## src/rtl/gpio_pkg.sv

```systemverilog
// Shared types and constants for the GPIO input capture block.
package gpio_pkg;

    localparam int GPIO_WIDTH = 32;

    typedef enum logic [1:0] {
        EM_NONE = 2'b00,
        EM_RISE = 2'b01,
        EM_FALL = 2'b10,
        EM_BOTH = 2'b11
    } edge_mode_t;

    typedef enum logic {
        WARM = 1'b0,
        RUN  = 1'b1
    } cap_state_t;

endpackage

```

## src/rtl/gpio_in_capture_sync.sv

```systemverilog
// Multi-bit flop-chain synchronizer; dout is the last stage.
module gpio_sync_chain #(
    parameter int WIDTH       = 32,
    parameter int SYNC_STAGES = 2
) (
    input  logic             clk,
    input  logic             rst_n,
    input  logic [WIDTH-1:0] din,
    output logic [WIDTH-1:0] dout
);

    logic [WIDTH-1:0] stage_q [SYNC_STAGES];
    logic [WIDTH-1:0] stage_d [SYNC_STAGES];

    // Next value of each stage is the previous stage (or the raw pins).
    always_comb begin
        for (int i = 0; i < SYNC_STAGES; i++) begin
            if (i == 0) begin
                stage_d[i] = din;
            end else begin
                stage_d[i] = stage_q[i-1];
            end
        end
    end

    // Synchronizer flops.
    always_ff @(posedge clk or negedge rst_n) begin
        if (!rst_n) begin
            for (int i = 0; i < SYNC_STAGES; i++) begin
                stage_q[i] <= {WIDTH{1'b0}};
            end
        end else begin
            for (int i = 0; i < SYNC_STAGES; i++) begin
                stage_q[i] <= stage_d[i];
            end
        end
    end

    assign dout = stage_q[SYNC_STAGES-1];

endmodule

```

## src/rtl/gpio_in_capture.sv

```systemverilog
// Header-pin input capture: synchronize, detect edges, sticky flags, saturating
// counter, masked interrupt and a selectable display byte.
module gpio_in_capture
    import gpio_pkg::*;
#(
    parameter int WIDTH       = GPIO_WIDTH,
    parameter int SYNC_STAGES = 2,
    parameter int CNT_W       = 16,
    localparam int SEL_W      = (WIDTH > 8) ? $clog2(WIDTH / 8) : 1
) (
    input  logic             CLOCK_50,
    input  logic             RESETn,
    input  logic [WIDTH-1:0] GPIO_IN,
    input  logic [1:0]       EDGE_MODE,
    input  logic [SEL_W-1:0] BYTE_SEL,
    input  logic             CLR,
    input  logic [WIDTH-1:0] IRQ_MASK,
    output logic [WIDTH-1:0] gpio_sync,
    output logic [WIDTH-1:0] edge_flags,
    output logic [CNT_W-1:0] edge_count,
    output logic [7:0]       byte_out,
    output logic             ready,
    output logic             irq
);

    localparam int PC_W   = $clog2(WIDTH + 1);
    localparam int SUM_W  = ((CNT_W > PC_W) ? CNT_W : PC_W) + 1;
    localparam int WARM_W = $clog2(SYNC_STAGES + 1);
    localparam int NBYTES = WIDTH / 8;

    function automatic logic [PC_W-1:0] popcount(input logic [WIDTH-1:0] v);
        logic [PC_W-1:0] n;
        n = {PC_W{1'b0}};
        for (int i = 0; i < WIDTH; i++) begin
            n = n + PC_W'(v[i]);
        end
        return n;
    endfunction

    logic [WIDTH-1:0]  sync_s;
    logic [WIDTH-1:0]  prev_q, prev_d;
    logic [WIDTH-1:0]  rise_s, fall_s, det_s;
    logic [WIDTH-1:0]  flags_q, flags_d;
    logic [CNT_W-1:0]  count_q, count_d, count_base_s;
    logic [SUM_W-1:0]  sum_s;
    logic [7:0]        byte_q, byte_d;
    logic              irq_q, irq_d;
    cap_state_t        state_q;
    logic [WARM_W-1:0] warm_cnt_q;
    logic              ready_q;

    gpio_sync_chain #(
        .WIDTH      (WIDTH),
        .SYNC_STAGES(SYNC_STAGES)
    ) u_sync (
        .clk  (CLOCK_50),
        .rst_n(RESETn),
        .din  (GPIO_IN),
        .dout (sync_s)
    );

    // Edge detection; suppressed during warm-up so the reset-time prev value
    // cannot masquerade as an edge.
    always_comb begin
        rise_s = sync_s & ~prev_q;
        fall_s = ~sync_s & prev_q;
        det_s  = {WIDTH{1'b0}};
        if (state_q == RUN) begin
            case (edge_mode_t'(EDGE_MODE))
                EM_NONE: det_s = {WIDTH{1'b0}};
                EM_RISE: det_s = rise_s;
                EM_FALL: det_s = fall_s;
                EM_BOTH: det_s = rise_s | fall_s;
                default: det_s = {WIDTH{1'b0}};
            endcase
        end else begin
            det_s = {WIDTH{1'b0}};
        end
    end

    // Next-state for prev, flags, counter, irq and display byte.
    always_comb begin
        prev_d  = sync_s;
        flags_d = (CLR ? {WIDTH{1'b0}} : flags_q) | det_s;
        count_base_s = CLR ? {CNT_W{1'b0}} : count_q;
        sum_s   = SUM_W'(count_base_s) + SUM_W'(popcount(det_s));
        if (|sum_s[SUM_W-1:CNT_W]) begin
            count_d = {CNT_W{1'b1}};
        end else begin
            count_d = sum_s[CNT_W-1:0];
        end
        irq_d  = |(flags_q & IRQ_MASK);
        byte_d = 8'h00;
        for (int i = 0; i < NBYTES; i++) begin
            if (SEL_W'(i) == BYTE_SEL) begin
                byte_d = sync_s[8*i +: 8];
            end else begin
                byte_d = byte_d;
            end
        end
    end

    // Datapath registers.
    always_ff @(posedge CLOCK_50 or negedge RESETn) begin
        if (!RESETn) begin
            prev_q  <= {WIDTH{1'b0}};
            flags_q <= {WIDTH{1'b0}};
            count_q <= {CNT_W{1'b0}};
            irq_q   <= 1'b0;
            byte_q  <= 8'h00;
        end else begin
            prev_q  <= prev_d;
            flags_q <= flags_d;
            count_q <= count_d;
            irq_q   <= irq_d;
            byte_q  <= byte_d;
        end
    end

    // Warm-up FSM: SYNC_STAGES+1 cycles in WARM, then RUN until reset.
    always_ff @(posedge CLOCK_50 or negedge RESETn) begin
        if (!RESETn) begin
            state_q    <= WARM;
            warm_cnt_q <= {WARM_W{1'b0}};
            ready_q    <= 1'b0;
        end else begin
            case (state_q)
                WARM: begin
                    if (warm_cnt_q == WARM_W'(SYNC_STAGES)) begin
                        state_q <= RUN;
                        ready_q <= 1'b1;
                    end else begin
                        warm_cnt_q <= warm_cnt_q + {{(WARM_W-1){1'b0}}, 1'b1};
                        ready_q    <= 1'b0;
                    end
                end
                RUN: begin
                    state_q <= RUN;
                    ready_q <= 1'b1;
                end
                default: begin
                    state_q    <= WARM;
                    warm_cnt_q <= {WARM_W{1'b0}};
                    ready_q    <= 1'b0;
                end
            endcase
        end
    end

    assign gpio_sync  = sync_s;
    assign edge_flags = flags_q;
    assign edge_count = count_q;
    assign byte_out   = byte_q;
    assign ready      = ready_q;
    assign irq        = irq_q;

endmodule
```

## config.mk

```make
export PLATFORM = sky130hd
export DESIGN_NAME = gpio_in_capture
export DESIGN_NICKNAME = d
export VERILOG_FILES = /design/src/rtl/gpio_pkg.sv /design/src/rtl/gpio_in_capture_sync.sv /design/src/rtl/gpio_in_capture.sv
export SDC_FILE = /design/constraint.sdc
export NUM_CORES = 1
export LEC_CHECK = 0
export BUFFER_PORTS_ARGS = -buffer_cell sky130_fd_sc_hd__buf_2
export CAP_MARGIN = 20
export CORE_AREA = 3 3 119 121
export CTS_BUF_LIST = sky130_fd_sc_hd__clkbuf_4 sky130_fd_sc_hd__clkbuf_8
export CTS_CLUSTER_DIAMETER = 120
export DETAILED_ROUTE_END_ITERATION = 10
export DIE_AREA = 0 0 122 124
export PLACE_DENSITY = 0.85
export SLEW_MARGIN = 20
export SYNTH_ARGS = -nofsm -noshare
export SYNTH_HDL_FRONTEND = slang
export SYNTH_SLANG_ARGS = --single-unit
```

## constraint.sdc

```tcl
create_clock -name CLOCK_50 -period 11.89 [get_ports CLOCK_50]
set_input_delay 3.567 -clock CLOCK_50 [delete_from_list [all_inputs] [get_ports CLOCK_50]]
set_output_delay 3.567 -clock CLOCK_50 [all_outputs]
set_load 0.02 [all_outputs]
```

==> flow_summary.rst, run 1 <==
.. list-table::
   :header-rows: 1

   * - Metric
     - Value
   * - Result of the run
     - finished, final reports clean
   * - Proportion of power drawn by the clock network
     - 0.205
   * - Post-layout min period
     - 10.14 ns
   * - TritonCTS Buffers
     - 17
   * - Highest metal used
     - met4
   * - Post-synth net total
     - 871
   * - Number of buffers between clock root and the deepest sink
     - 2
   * - Quantity of hold-fixing buffers added after cts
     - 0
   * - Final period util
     - 0.853
   * - Clock tree from TritonCTS
     - yes
   * - Io pins
     - 161
   * - Gate power share
     - 0.445
   * - Max Clock Freq
     - 98.6 MHz
   * - Placed wire-length estimate
     - 13.3 mm
   * - Placement-stage cell area
     - 8820 um2
   * - Ratio of cells with drive above 1 in the final layout
     - 0.242
   * - Die Footprint
     - 15,100 um2
   * - Hold/Removal Path Class
     - reg -> reg
   * - Cell area after synthesis
     - 7880 um2
   * - DR iter-0 viols
     - 368
   * - Unique cell type count in the Yosys netlist
     - 46
   * - Vertical extent of the die
     - 124 um
   * - First-pass GRT wire length
     - 27.9 mm
   * - Standby leakage power
     - 4.98 nW
   * - Final-report max-slew violation count
     - 0
   * - Clock tree skew after final layout
     - 0.0105 ns
   * - DRC viols
     - 0
   * - Core footprint
     - 13,200 um2
   * - H-tree Lvls
     - 4
   * - Peak VDD IR
     - 0.186 mV
   * - Antenna fix cells
     - 0
   * - P per Cell Area
     - 194 nW/um2
   * - Post-route total power
     - 1.78 mW
   * - Worst endpoint required time
     - 12.21 ns
   * - Worst path slowest cell
     - sky130_fd_sc_hd__fa_1
   * - Portion of total power attributed to sequential cells
     - 0.350
   * - Largest net degree at the start of global routing
     - 96
   * - Cell Rows
     - 42
   * - Signed area change from the synthesized netlist to the final layout
     - 16.5%
   * - Placer congestion estimate
     - 0.868
   * - Share of synthesized area occupied by flip-flops and latches
     - 0.495
   * - Clock latency of the later-clocked register in the worst-skew pair
     - 0.46 ns
   * - Number of setup buffers added after CTS
     - 0
   * - Worst setup path class
     - in -> reg
   * - CP max FO
     - 33
   * - Net switching share of the total power
     - 0.397
   * - Met3 Routed Length
     - 1.34 mm
   * - Routed Antenna Nets
     - 0
   * - Initial antenna violation count
     - 0
   * - Routed wire length
     - 17.7 mm
   * - Combined buffer and inverter count along the critical path
     - 3
   * - Clock tree sinks
     - 156
   * - CP max stage delay
     - 0.63 ns
   * - Number of iterations in the first detailed-routing pass
     - 5
   * - Kind of start point of the critical path
     - input pin
   * - Flip-flop and latch count after synthesis
     - 156
   * - WL per Instance
     - 17.0 um
   * - DRT met1 WL
     - 7.16 mm
   * - Number of buffer cells added on primary ports
     - 160
   * - Post-synthesis cell count
     - 694
   * - Max_cap viols
     - 0
   * - Aggregate negative setup slack
     - 0 ns
   * - Nets
     - 1,026
   * - Clock edge transition at the registers on the reported setup and hold paths
     - 0.09 ns
   * - Number of flops mapped to enable cells by yosys
     - 0
   * - Commonest non-fill, non-tap cell in the layout
     - sky130_fd_sc_hd__buf_2
   * - CP Data Arrival Time
     - 10.46 ns
   * - X dimension of the die
     - 122 um
   * - # resized after CTS
     - 0
   * - Cell-internal power
     - 1.08 mW
   * - Cell occurring most often along the worst timing path
     - sky130_fd_sc_hd__fa_1
   * - # setup viols final
     - 0
   * - Count of warnings emitted by yosys
     - 0
   * - Post-Synthesis Mean Instance Area
     - 11.4 um2
   * - Via density
     - 5.27
   * - Top library cells by usage in the layout, fill and taps aside
     - sky130_fd_sc_hd__buf_2 (159), sky130_fd_sc_hd__dfrtp_1 (156), sky130_fd_sc_hd__inv_1 (145)
   * - Asr flop ratio synth
     - 1.00
   * - Starting Density
     - 0.598
   * - Finished Cell Area
     - 9180 um2
   * - Endpoint type of the worst setup path
     - register
   * - Most used DFF post-synth
     - sky130_fd_sc_hd__dfrtp_1
   * - Slew at the pin with the worst max-slew slack
     - 1.04 ns
   * - Relative max-transition margin
     - 0.306
   * - Final Instance Count excl. Fillers
     - 1,038
   * - Sw power
     - 707 uW
   * - Placed cell count
     - 1,006
   * - Overflow after GRT
     - 0
   * - Category of cells accounting for the largest share of critical-path delay
     - adder cells
   * - Total number of vias
     - 5,475
   * - Total routing usage reported by global routing
     - 0.249
   * - Met2 wirelength from detailed routing
     - 8.65 mm
   * - Final-report hold violation count
     - 0
   * - Vias in the first global route
     - 5,389
   * - RSZ-0062 raised after global routing
     - false
   * - CTS root buffer
     - sky130_fd_sc_hd__clkbuf_8
   * - Worst-path cell chain
     - buf_2 -> nor2b_2 -> buf_4 -> a22o_1 -> nand2_1 -> fa_1 -> fa_1 -> fa_1 -> fa_1 -> fa_1 -> inv_1 -> fa_1 -> fa_1 -> fa_1 -> a211oi_1 -> o31ai_1 -> o211ai_1 -> or3_1 -> o311ai_2
[kinds of logic after synthesis]
family	after synthesis	synth area share
fa+ha+maj	106	0.193
mux	33	0.0546
compound gates	119	0.107
xor+xnor	7	0.00778
simple gates	101	0.0581
buf+inv	172	0.0837
flops	156	0.495
[flip-flops by register name (all words and copies together) (netlist names)]
name / count
edge_flags: 32
u_sync.dout: 32
prev_q: 32
irq: 1
warm_cnt_q: 2
byte_out: 8
ready: 1
u_sync.stage_d: 32
edge_count: 16
[synthesized netlist by cell type (5+ instances only)]
library cell | count | share of area
sky130_fd_sc_hd__a22o_1 | 26 | 0.029
sky130_fd_sc_hd__a21boi_0 | 8 | 0.0076
sky130_fd_sc_hd__nor2b_1 | 9 | 0.0071
sky130_fd_sc_hd__mux4_2 | 8 | 0.023
sky130_fd_sc_hd__mux2i_1 | 25 | 0.032
sky130_fd_sc_hd__ha_1 | 80 | 0.13
sky130_fd_sc_hd__clkbuf_1 | 17 | 0.0081
sky130_fd_sc_hd__a21oi_1 | 11 | 0.0070
sky130_fd_sc_hd__nand2_1 | 58 | 0.028
sky130_fd_sc_hd__a21o_1 | 10 | 0.0095
sky130_fd_sc_hd__xnor2_1 | 5 | 0.0056
sky130_fd_sc_hd__o211ai_1 | 7 | 0.0067
sky130_fd_sc_hd__dfrtp_1 | 156 | 0.50
sky130_fd_sc_hd__buf_2 | 8 | 0.0051
sky130_fd_sc_hd__inv_1 | 145 | 0.069
sky130_fd_sc_hd__a22oi_1 | 12 | 0.011
sky130_fd_sc_hd__fa_1 | 26 | 0.066
sky130_fd_sc_hd__nor2_1 | 11 | 0.0052
sky130_fd_sc_hd__o21ai_0 | 29 | 0.018
[through the flow]
| stage | setup slack [ns] | utilization | hold slack [ns] |
|---|---|---|---|
| 2_1_floorplan | 2.19 | - | 0.331 |
| 3_3_place_gp | 1.45 | 0.669 | 0.331 |
| 3_5_place_dp | 1.28 | 0.669 | 0.335 |
| 4_1_cts | 1.78 | 0.696 | 0.350 |
| 5_1_grt | 1.45 | 0.696 | 0.357 |
| 6_report | 1.75 | 0.696 | 0.345 |
[final timing paths]
path / slack (ns) / startpoint / to / cells after the start
max: 1.75 / EDGE_MODE[1] / edge_count[9] / 19
min: 0.34 / u_sync.stage_d[4] / u_sync.dout[4] / 0
max reg2reg: 4.92 / ready / edge_count[9] / 17
min reg2reg: 0.34 / u_sync.stage_d[4] / u_sync.dout[4] / 0
max in group asynchronous: 7.47 / RESETn / prev_q[27] / 2
min in group asynchronous: 3.15 / RESETn / u_sync.stage_d[30] / 1
[metal layers]
layer | track usage | up-vias
met5 | 0 | -
met4 | 0.0994 | 0
met2 | 0.411 | 199
met3 | 0.0777 | 42
li1 | - | 2565
met1 | 0.309 | 2669
[power by group through the flow]
stage,Sequential [mW],Combinational [mW],Clock (mW)
after floorplan,0.663,0.564,0
after global placement,0.632,0.752,0
after detailed placement,0.633,0.792,0
after CTS,0.623,0.801,0.374
after global routing,0.629,0.905,0.400
final,0.623,0.793,0.366
[cell type report]
cell class | instances | area (um2)
repair buffers | 163 | 830
flip-flops and latches | 156 | 3900
inverters | 145 | 544
clock buffers | 17 | 234
fillers | 975 | 4010
multi-input cells | 366 | 3320
clock inverters | 15 | 129
well taps | 176 | 220
Power figures use the tool's default switching activity.
==> run 2: changes to the inputs <==
==> constraint.sdc (replaced) <==
create_clock -name CLOCK_50 -period 11.89 [get_ports CLOCK_50]
set_input_delay 1.189 -clock CLOCK_50 [delete_from_list [all_inputs] [get_ports CLOCK_50]]
set_output_delay 1.189 -clock CLOCK_50 [all_outputs]
set_load 0.02 [all_outputs]
==> flow_summary.rst, run 2 (same netlist as run 1, synthesis figures left out) <==
.. list-table::
   :header-rows: 1

   * - Metric
     - Value
   * - Standby leakage power
     - 5.01 nW (+0.56%)
   * - Largest net degree at the start of global routing
     - 96 (unchanged)
   * - Worst setup path class
     - in -> reg
   * - CTS root buffer
     - sky130_fd_sc_hd__clkbuf_8
   * - First-pass GRT wire length
     - 28.2 mm (+1.1%)
   * - Die Footprint
     - 15,100 um2 (unchanged)
   * - Via density
     - 5.34 (+1.2%)
   * - Result of the run
     - finished, final reports clean
   * - Antenna fix cells
     - 0 (unchanged)
   * - RSZ-0062 raised after global routing
     - false
   * - Max Clock Freq
     - 124 MHz (+26%)
   * - Crit path launch
     - EDGE_MODE[0]
   * - Hold/Removal Path Class
     - reg -> reg
   * - Number of iterations in the first detailed-routing pass
     - 5 (unchanged)
   * - Ratio of cells with drive above 1 in the final layout
     - 0.244 (+0.00116)
   * - Depth of the worst register-to-register path
     - 21 (+4)
   * - CP max FO
     - 41 (+24%)
   * - Commonest non-fill, non-tap cell in the layout
     - sky130_fd_sc_hd__buf_2
   * - Clock tree skew after final layout
     - 0.0103 ns (-0.000222 ns)
   * - Kind of start point of the critical path
     - input pin
   * - DRC viols
     - 0 (unchanged)
   * - Number of buffers between clock root and the deepest sink
     - 2 (unchanged)
   * - Number of buffer cells added on primary ports
     - 160 (unchanged)
   * - Placer congestion estimate
     - 0.889 (+2.4%)
   * - Cell Rows
     - 42 (unchanged)
   * - Aggregate negative setup slack
     - 0 ns (unchanged)
   * - Total number of vias
     - 5,540 (+1.2%)
   * - Hold Worst Slack
     - 0.351 ns (+0.00633 ns)
   * - Top library cells by usage in the layout, fill and taps aside
     - sky130_fd_sc_hd__buf_2 (159), sky130_fd_sc_hd__dfrtp_1 (155), sky130_fd_sc_hd__inv_1 (145)
   * - X dimension of the die
     - 122 um (unchanged)
   * - Total routing usage reported by global routing
     - 0.249 (-0.000250)
   * - Crit Reg-Reg Endpoint
     - edge_count[9]
   * - DR iter-0 viols
     - 304 (-17%)
   * - Number of setup buffers added after CTS
     - 0 (unchanged)
   * - Signed area change from the synthesized netlist to the final layout
     - 17.1%
   * - # resized after CTS
     - 0 (unchanged)
   * - CP Data Arrival Time
     - 8.39 ns (-2.07 ns)
   * - Initial antenna violation count
     - 0 (unchanged)
   * - Io pins
     - 161 (unchanged)
   * - TritonCTS Buffers
     - 17 (unchanged)
   * - Placed wire-length estimate
     - 13.4 mm (+0.73%)
   * - Worst endpoint required time
     - 12.21 ns (about the same)
   * - Vias in the first global route
     - 5,600 (+3.9%)
   * - Max_cap viols
     - 0 (unchanged)
   * - Final-report hold violation count
     - 0 (unchanged)
   * - Post-layout min period
     - 8.07 ns (-2.07 ns)
   * - Worst R2R Setup Slack
     - 4.92 ns (about the same)
   * - Nets
     - 1,026 (unchanged)
   * - Overflow after GRT
     - 0 (unchanged)
   * - Clock tree from TritonCTS
     - yes
   * - # setup viols final
     - 0 (unchanged)
   * - Worst R2R Start
     - u_sync.dout[15]
   * - WL per Instance
     - 17.2 um (+0.75%)
   * - Clock tree sinks
     - 156 (unchanged)
   * - Final-report max-slew violation count
     - 0 (unchanged)
   * - Endpoint type of the worst setup path
     - register
   * - Core footprint
     - 13,200 um2 (unchanged)
   * - Vertical extent of the die
     - 124 um (unchanged)
   * - Final period util
     - 0.679 (-0.174)
   * - Clock latency of the later-clocked register in the worst-skew pair
     - 0.46 ns (about the same)
   * - Starting Density
     - 0.598 (unchanged)
   * - P per Cell Area
     - 201 nW/um2 (+3.3%)
   * - Slew at the pin with the worst max-slew slack
     - 0.864 ns (-0.178 ns)
   * - Critical path endpoint
     - edge_count[9]
   * - Routed Antenna Nets
     - 0 (unchanged)
   * - Routed wire length
     - 17.8 mm (+0.75%)
   * - H-tree Lvls
     - 4 (unchanged)
   * - Quantity of hold-fixing buffers added after cts
     - 0 (unchanged)
   * - Clock edge transition at the registers on the reported setup and hold paths
     - 0.09 ns (about the same)
   * - Relative max-transition margin
     - 0.422 (+0.116)
   * - Peak VDD IR
     - 0.170 mV (-8.7%)
==> run 2: changes by cell type in the layout (fill, tap and decap cells not counted), sizes merged <==
cell	delta
bufinv	+2
clkinv	-1
clkinvlp	-2
inv	+1
==> run 2: area by class of cell <==
class                      instances  area [um2]
clock buffer                      17         234
clock inverter                    15         174
fill                             964        3960
inverter                         145         544
multi-input combinational        366        3320
sequential                       156        3910
tap                              176         220
timing repair buffer             163         830
==> run 2: power breakdown <==
| part | switching, mW | total (mW) | internal [mW] |
|---|---|---|---|
| Sequential | 0.0367 | 0.623 | 0.586 |
| Combinational | 0.472 | 0.816 | 0.344 |
| Clock | 0.218 | 0.412 | 0.194 |
| Total | 0.727 | 1.85 | 1.12 |
==> run 2: worst min-delay path by stage <==
stage,startpoint,to,slack (ns),cells past startpoint
5_1_grt,u_sync.stage_d[28],u_sync.dout[28],0.36,0
3_3_place_gp,u_sync.stage_d[28],u_sync.dout[28],0.33,0
4_1_cts,u_sync.stage_d[20],u_sync.dout[20],0.35,0
3_5_place_dp,u_sync.stage_d[13],u_sync.dout[13],0.33,0
2_1_floorplan,u_sync.stage_d[0],u_sync.dout[0],0.33,0
6_report,u_sync.stage_d[4],u_sync.dout[4],0.35,0
==> run 2: layer usage <==
metal,share of wire,vias to the layer above,global-route usage
met1,0.41,2732,0.314
met5,0,-,0
met4,0.027,0,0.0973
li1,-,2568,-
met3,0.074,28,0.0645
met2,0.49,212,0.415
==> run 2: critical path, stage by stage <==
cell                       delay (ns)
sky130_fd_sc_hd__buf_2           0.07
sky130_fd_sc_hd__buf_4           0.47
sky130_fd_sc_hd__nor2b_2         0.41
sky130_fd_sc_hd__buf_4           0.34
sky130_fd_sc_hd__a22o_1          0.19
sky130_fd_sc_hd__nand2_1         0.09
sky130_fd_sc_hd__fa_1            0.57
sky130_fd_sc_hd__inv_1           0.05
sky130_fd_sc_hd__fa_1            0.50
sky130_fd_sc_hd__inv_1           0.06
sky130_fd_sc_hd__fa_1            0.52
sky130_fd_sc_hd__fa_1            0.53
sky130_fd_sc_hd__fa_1            0.55
sky130_fd_sc_hd__inv_1           0.06
sky130_fd_sc_hd__fa_1            0.50
sky130_fd_sc_hd__fa_1            0.48
sky130_fd_sc_hd__fa_1            0.44
sky130_fd_sc_hd__a211oi_1        0.23
sky130_fd_sc_hd__o31ai_1         0.11
sky130_fd_sc_hd__o211ai_1        0.39
sky130_fd_sc_hd__or3_1           0.45
sky130_fd_sc_hd__o311ai_2        0.16
==> run 2: metrics by stage <==
step	instances	setup slack (ns)	cell area [um2]	power (mW)	utilization
after floorplan	694	4.57	7880	1.23	-
after global placement	1006	3.54	8820	1.38	0.669
after detailed placement	1006	3.35	8820	1.43	0.669
after CTS	1038	3.82	9230	1.86	0.699
after global routing	1038	3.42	9230	2.01	0.700
final	1038	3.82	9230	1.85	0.700
==> run 3: changes to the inputs <==
- CORE_AREA: 3 3 119 121 -> 3 3 128 130
- DIE_AREA: 0 0 122 124 -> 0 0 131 133
- PLACE_DENSITY: 0.85 -> 0.78
- clock period: 11.89 -> 6.75 ns (I/O delays scaled with it)
==> flow_summary.rst, run 3 (same netlist as run 1, synthesis figures left out) <==
.. list-table::
   :header-rows: 1

   * - Metric
     - Value
   * - Worst path slowest cell
     - sky130_fd_sc_hd__fa_1
   * - CTS root buffer
     - sky130_fd_sc_hd__clkbuf_8
   * - Largest net degree at the start of global routing
     - 87 (-9.4%)
   * - Die Footprint
     - 17,400 um2 (+15%)
   * - RSZ-0062 raised after global routing
     - false
   * - P per Cell Area
     - 343 nW/um2 (+71%)
   * - Top library cells by usage in the layout, fill and taps aside
     - sky130_fd_sc_hd__buf_2 (159), sky130_fd_sc_hd__dfrtp_1 (155), sky130_fd_sc_hd__inv_1 (145)
   * - X dimension of the die
     - 131 um (+7.4%)
   * - Clock latency of the later-clocked register in the worst-skew pair
     - 0.45 ns (about the same)
   * - Nets
     - 1,040 (+1.4%)
   * - Core footprint
     - 15,300 um2 (+16%)
   * - GR met3 Demand/Resource
     - 0.0440 (-0.0205)
   * - Fill cell instance count of the final layout
     - 1,275 (+32%)
   * - Antenna fix cells
     - 0 (unchanged)
   * - Final-report max-slew violation count
     - 0 (unchanged)
   * - Peak VDD IR
     - 0.270 mV (+59%)
   * - Via density
     - 5.15 (-3.6%)
   * - Number of buffers between clock root and the deepest sink
     - 2 (unchanged)
   * - Cell Rows
     - 45 (+7.1%)
   * - H-tree Lvls
     - 4 (unchanged)
   * - Final-report hold violation count
     - 0 (unchanged)
   * - Quantity of hold-fixing buffers added after cts
     - 0 (unchanged)
   * - Initial antenna violation count
     - 0 (unchanged)
   * - Post-layout min period
     - 6.41 ns
   * - Io pins
     - 161 (unchanged)
   * - Relative max-transition margin
     - 0.436 (+0.0148)
   * - Standby leakage power
     - 5.07 nW (+1.3%)
   * - DRC viols
     - 0 (unchanged)
   * - Clock tree skew after final layout
     - 0.00693 ns (-0.00337 ns)
   * - Overflow after GRT
     - 0 (unchanged)
   * - Worst endpoint required time
     - 7.09 ns (-5.12 ns)
   * - Finished Cell Area
     - 9390 um2 (+1.7%)
   * - Routed Antenna Nets
     - 0 (unchanged)
   * - Number of buffer cells added on primary ports
     - 160 (unchanged)
   * - Signed area change from the synthesized netlist to the final layout
     - 19.1%
   * - Final period util
     - 0.949
   * - # setup viols final
     - 0 (unchanged)
   * - Endpoint type of the worst setup path
     - register
   * - Clock edge transition at the registers on the reported setup and hold paths
     - 0.08 ns (about the same)
   * - Placer congestion estimate
     - 0.868 (-2.3%)
   * - WL per Instance
     - 16.9 um (-1.6%)
   * - CP max FO
     - 11 (-73%)
   * - Number of iterations in the first detailed-routing pass
     - 4 (-1)
   * - TritonCTS Buffers
     - 17 (unchanged)
   * - Max Clock Freq
     - 156 MHz
   * - Busiest layer in global routing
     - met2
   * - Post-route total power
     - 3.22 mW (+74%)
   * - Category of cells accounting for the largest share of critical-path delay
     - adder cells
   * - Commonest non-fill, non-tap cell in the layout
     - sky130_fd_sc_hd__buf_2
   * - Vias in the first global route
     - 5,743 (+2.6%)
   * - Met1 capacity usage during global routing
     - 0.290 (-0.0242)
   * - Placed wire-length estimate
     - 14.0 mm (+4.3%)
   * - Post-layout util
     - 0.615 (-0.0844)
   * - Clock tree sinks
     - 156 (unchanged)
   * - Starting Density
     - 0.517 (-0.0810)
   * - Clock tree from TritonCTS
     - yes
   * - Placement-stage cell area
     - 8990 um2 (+2.0%)
   * - First-pass GRT wire length
     - 29.7 mm (+5.2%)
   * - Worst-path cell chain
     - inv_1 -> ha_1 -> mux2i_1 -> a22o_1 -> nand2_1 -> fa_1 -> fa_1 -> fa_1 -> fa_1 -> fa_1 -> inv_1 -> fa_1 -> fa_1 -> fa_1 -> a211oi_1 -> o31ai_1 -> o211ai_1 -> buf_4 -> nor2_1 -> o221a_2
   * - Slew at the pin with the worst max-slew slack
     - 0.845 ns (-0.0184 ns)
   * - Routed wire length
     - 18.3 mm (+3.0%)
   * - Vertical extent of the die
     - 133 um (+7.3%)
   * - CP max stage delay
     - 0.59 ns (+0.02 ns)
   * - DR iter-0 viols
     - 397 (+31%)
   * - Worst setup path class
     - reg -> reg
   * - Total number of vias
     - 5,589 (+0.88%)
   * - Max_cap viols
     - 0 (unchanged)
   * - Cell occurring most often along the worst timing path
     - sky130_fd_sc_hd__fa_1
   * - Total routing usage reported by global routing
     - 0.224 (-0.0250)
   * - GR met2 Demand/Resource
     - 0.358 (-0.0573)
   * - Hold/Removal Path Class
     - in -> async
   * - CP Data Arrival Time
     - 6.75 ns (-1.64 ns)
   * - Combined buffer and inverter count along the critical path
     - 3 (-3)
   * - Kind of start point of the critical path
     - register
   * - Result of the run
     - finished, final reports clean
   * - Ratio of cells with drive above 1 in the final layout
     - 0.255 (+0.0112)
## run 3: changes by cell type in the layout (fill, tap and decap cells not counted), sizes merged
cell,previous run,this run
buf,163,177
clkbuf,17,21
clkinvlp,1,2
clkinv,4,5
inv,153,146
## run 3: worst reg2reg max path, stage by stage, from the launching register on
cell,delay (ns)
sky130_fd_sc_hd__dfrtp_1,0.45
sky130_fd_sc_hd__inv_1,0.07
sky130_fd_sc_hd__ha_1,0.30
sky130_fd_sc_hd__mux2i_1,0.13
sky130_fd_sc_hd__a22o_1,0.17
sky130_fd_sc_hd__nand2_1,0.10
sky130_fd_sc_hd__fa_1,0.56
sky130_fd_sc_hd__fa_1,0.59
sky130_fd_sc_hd__fa_1,0.44
sky130_fd_sc_hd__fa_1,0.53
sky130_fd_sc_hd__fa_1,0.56
sky130_fd_sc_hd__inv_1,0.06
sky130_fd_sc_hd__fa_1,0.50
sky130_fd_sc_hd__fa_1,0.49
sky130_fd_sc_hd__fa_1,0.40
sky130_fd_sc_hd__a211oi_1,0.22
sky130_fd_sc_hd__o31ai_1,0.10
sky130_fd_sc_hd__o211ai_1,0.11
sky130_fd_sc_hd__buf_4,0.21
sky130_fd_sc_hd__nor2_1,0.06
sky130_fd_sc_hd__o221a_2,0.26
## run 3: final cells by class
cell class,count,area (um2),share of cell area
sequential,156,3910,0.416
timing repair buffer,177,960,0.102
tap,211,264,0.0281
clock buffer,21,277,0.0295
clock inverter,10,116,0.0124
inverter,145,544,0.0580
multi-input combinational,366,3320,0.354
## run 3: final timing paths
path,from,to,slack (ns),depth (start not counted)
max,u_sync.dout[9],edge_count[10],0.34,20
min,RESETn,byte_out[0],0.25,1
max reg2reg,u_sync.dout[9],edge_count[10],0.34,20
min reg2reg,u_sync.stage_d[9],u_sync.dout[9],0.35,0
max in group asynchronous,RESETn,prev_q[15],5.16,2
min in group CLOCK_50,GPIO_IN[5],u_sync.stage_d[5],0.32,1
## run 3: repair_timing
action | 4_1_cts | 5_1_grt
setup buffers | 0 | 0
resized for setup | 0 | 1
setup endpoints to repair | 0 | 1
## run 3: routing by layer
metal / part of all wire / vias up / routed length [um]
li1: - / 2598 / -
met1: 0.42 / 2774 / 7690
met2: 0.49 / 174 / 8910
met3: 0.051 / 43 / 936
met4: 0.043 / 0 / 789
met5: 0 / - / 0
## run 3: metrics by stage
stage / setup TNS [ns] / std cells / hold slack (ns) / setup slack, ns
2_1_floorplan: 0 / 694 / 0.331 / 0.0538
3_3_place_gp: 0 / 1055 / 0.332 / 0.0813
3_5_place_dp: -0.00600 / 1055 / 0.335 / -0.00600
4_1_cts: 0 / 1086 / 0.289 / 0.305
5_1_grt: 0 / 1086 / 0.292 / 0.0103
6_report: 0 / 1086 / 0.250 / 0.342
## run 3: where the power goes
part / internal, mW / total [mW] / switching, mW
registers: 1.03 / 1.10 / 0.0657
clock network: 0.354 / 0.692 / 0.338
logic: 0.621 / 1.43 / 0.811
total: 2.01 / 3.22 / 1.21
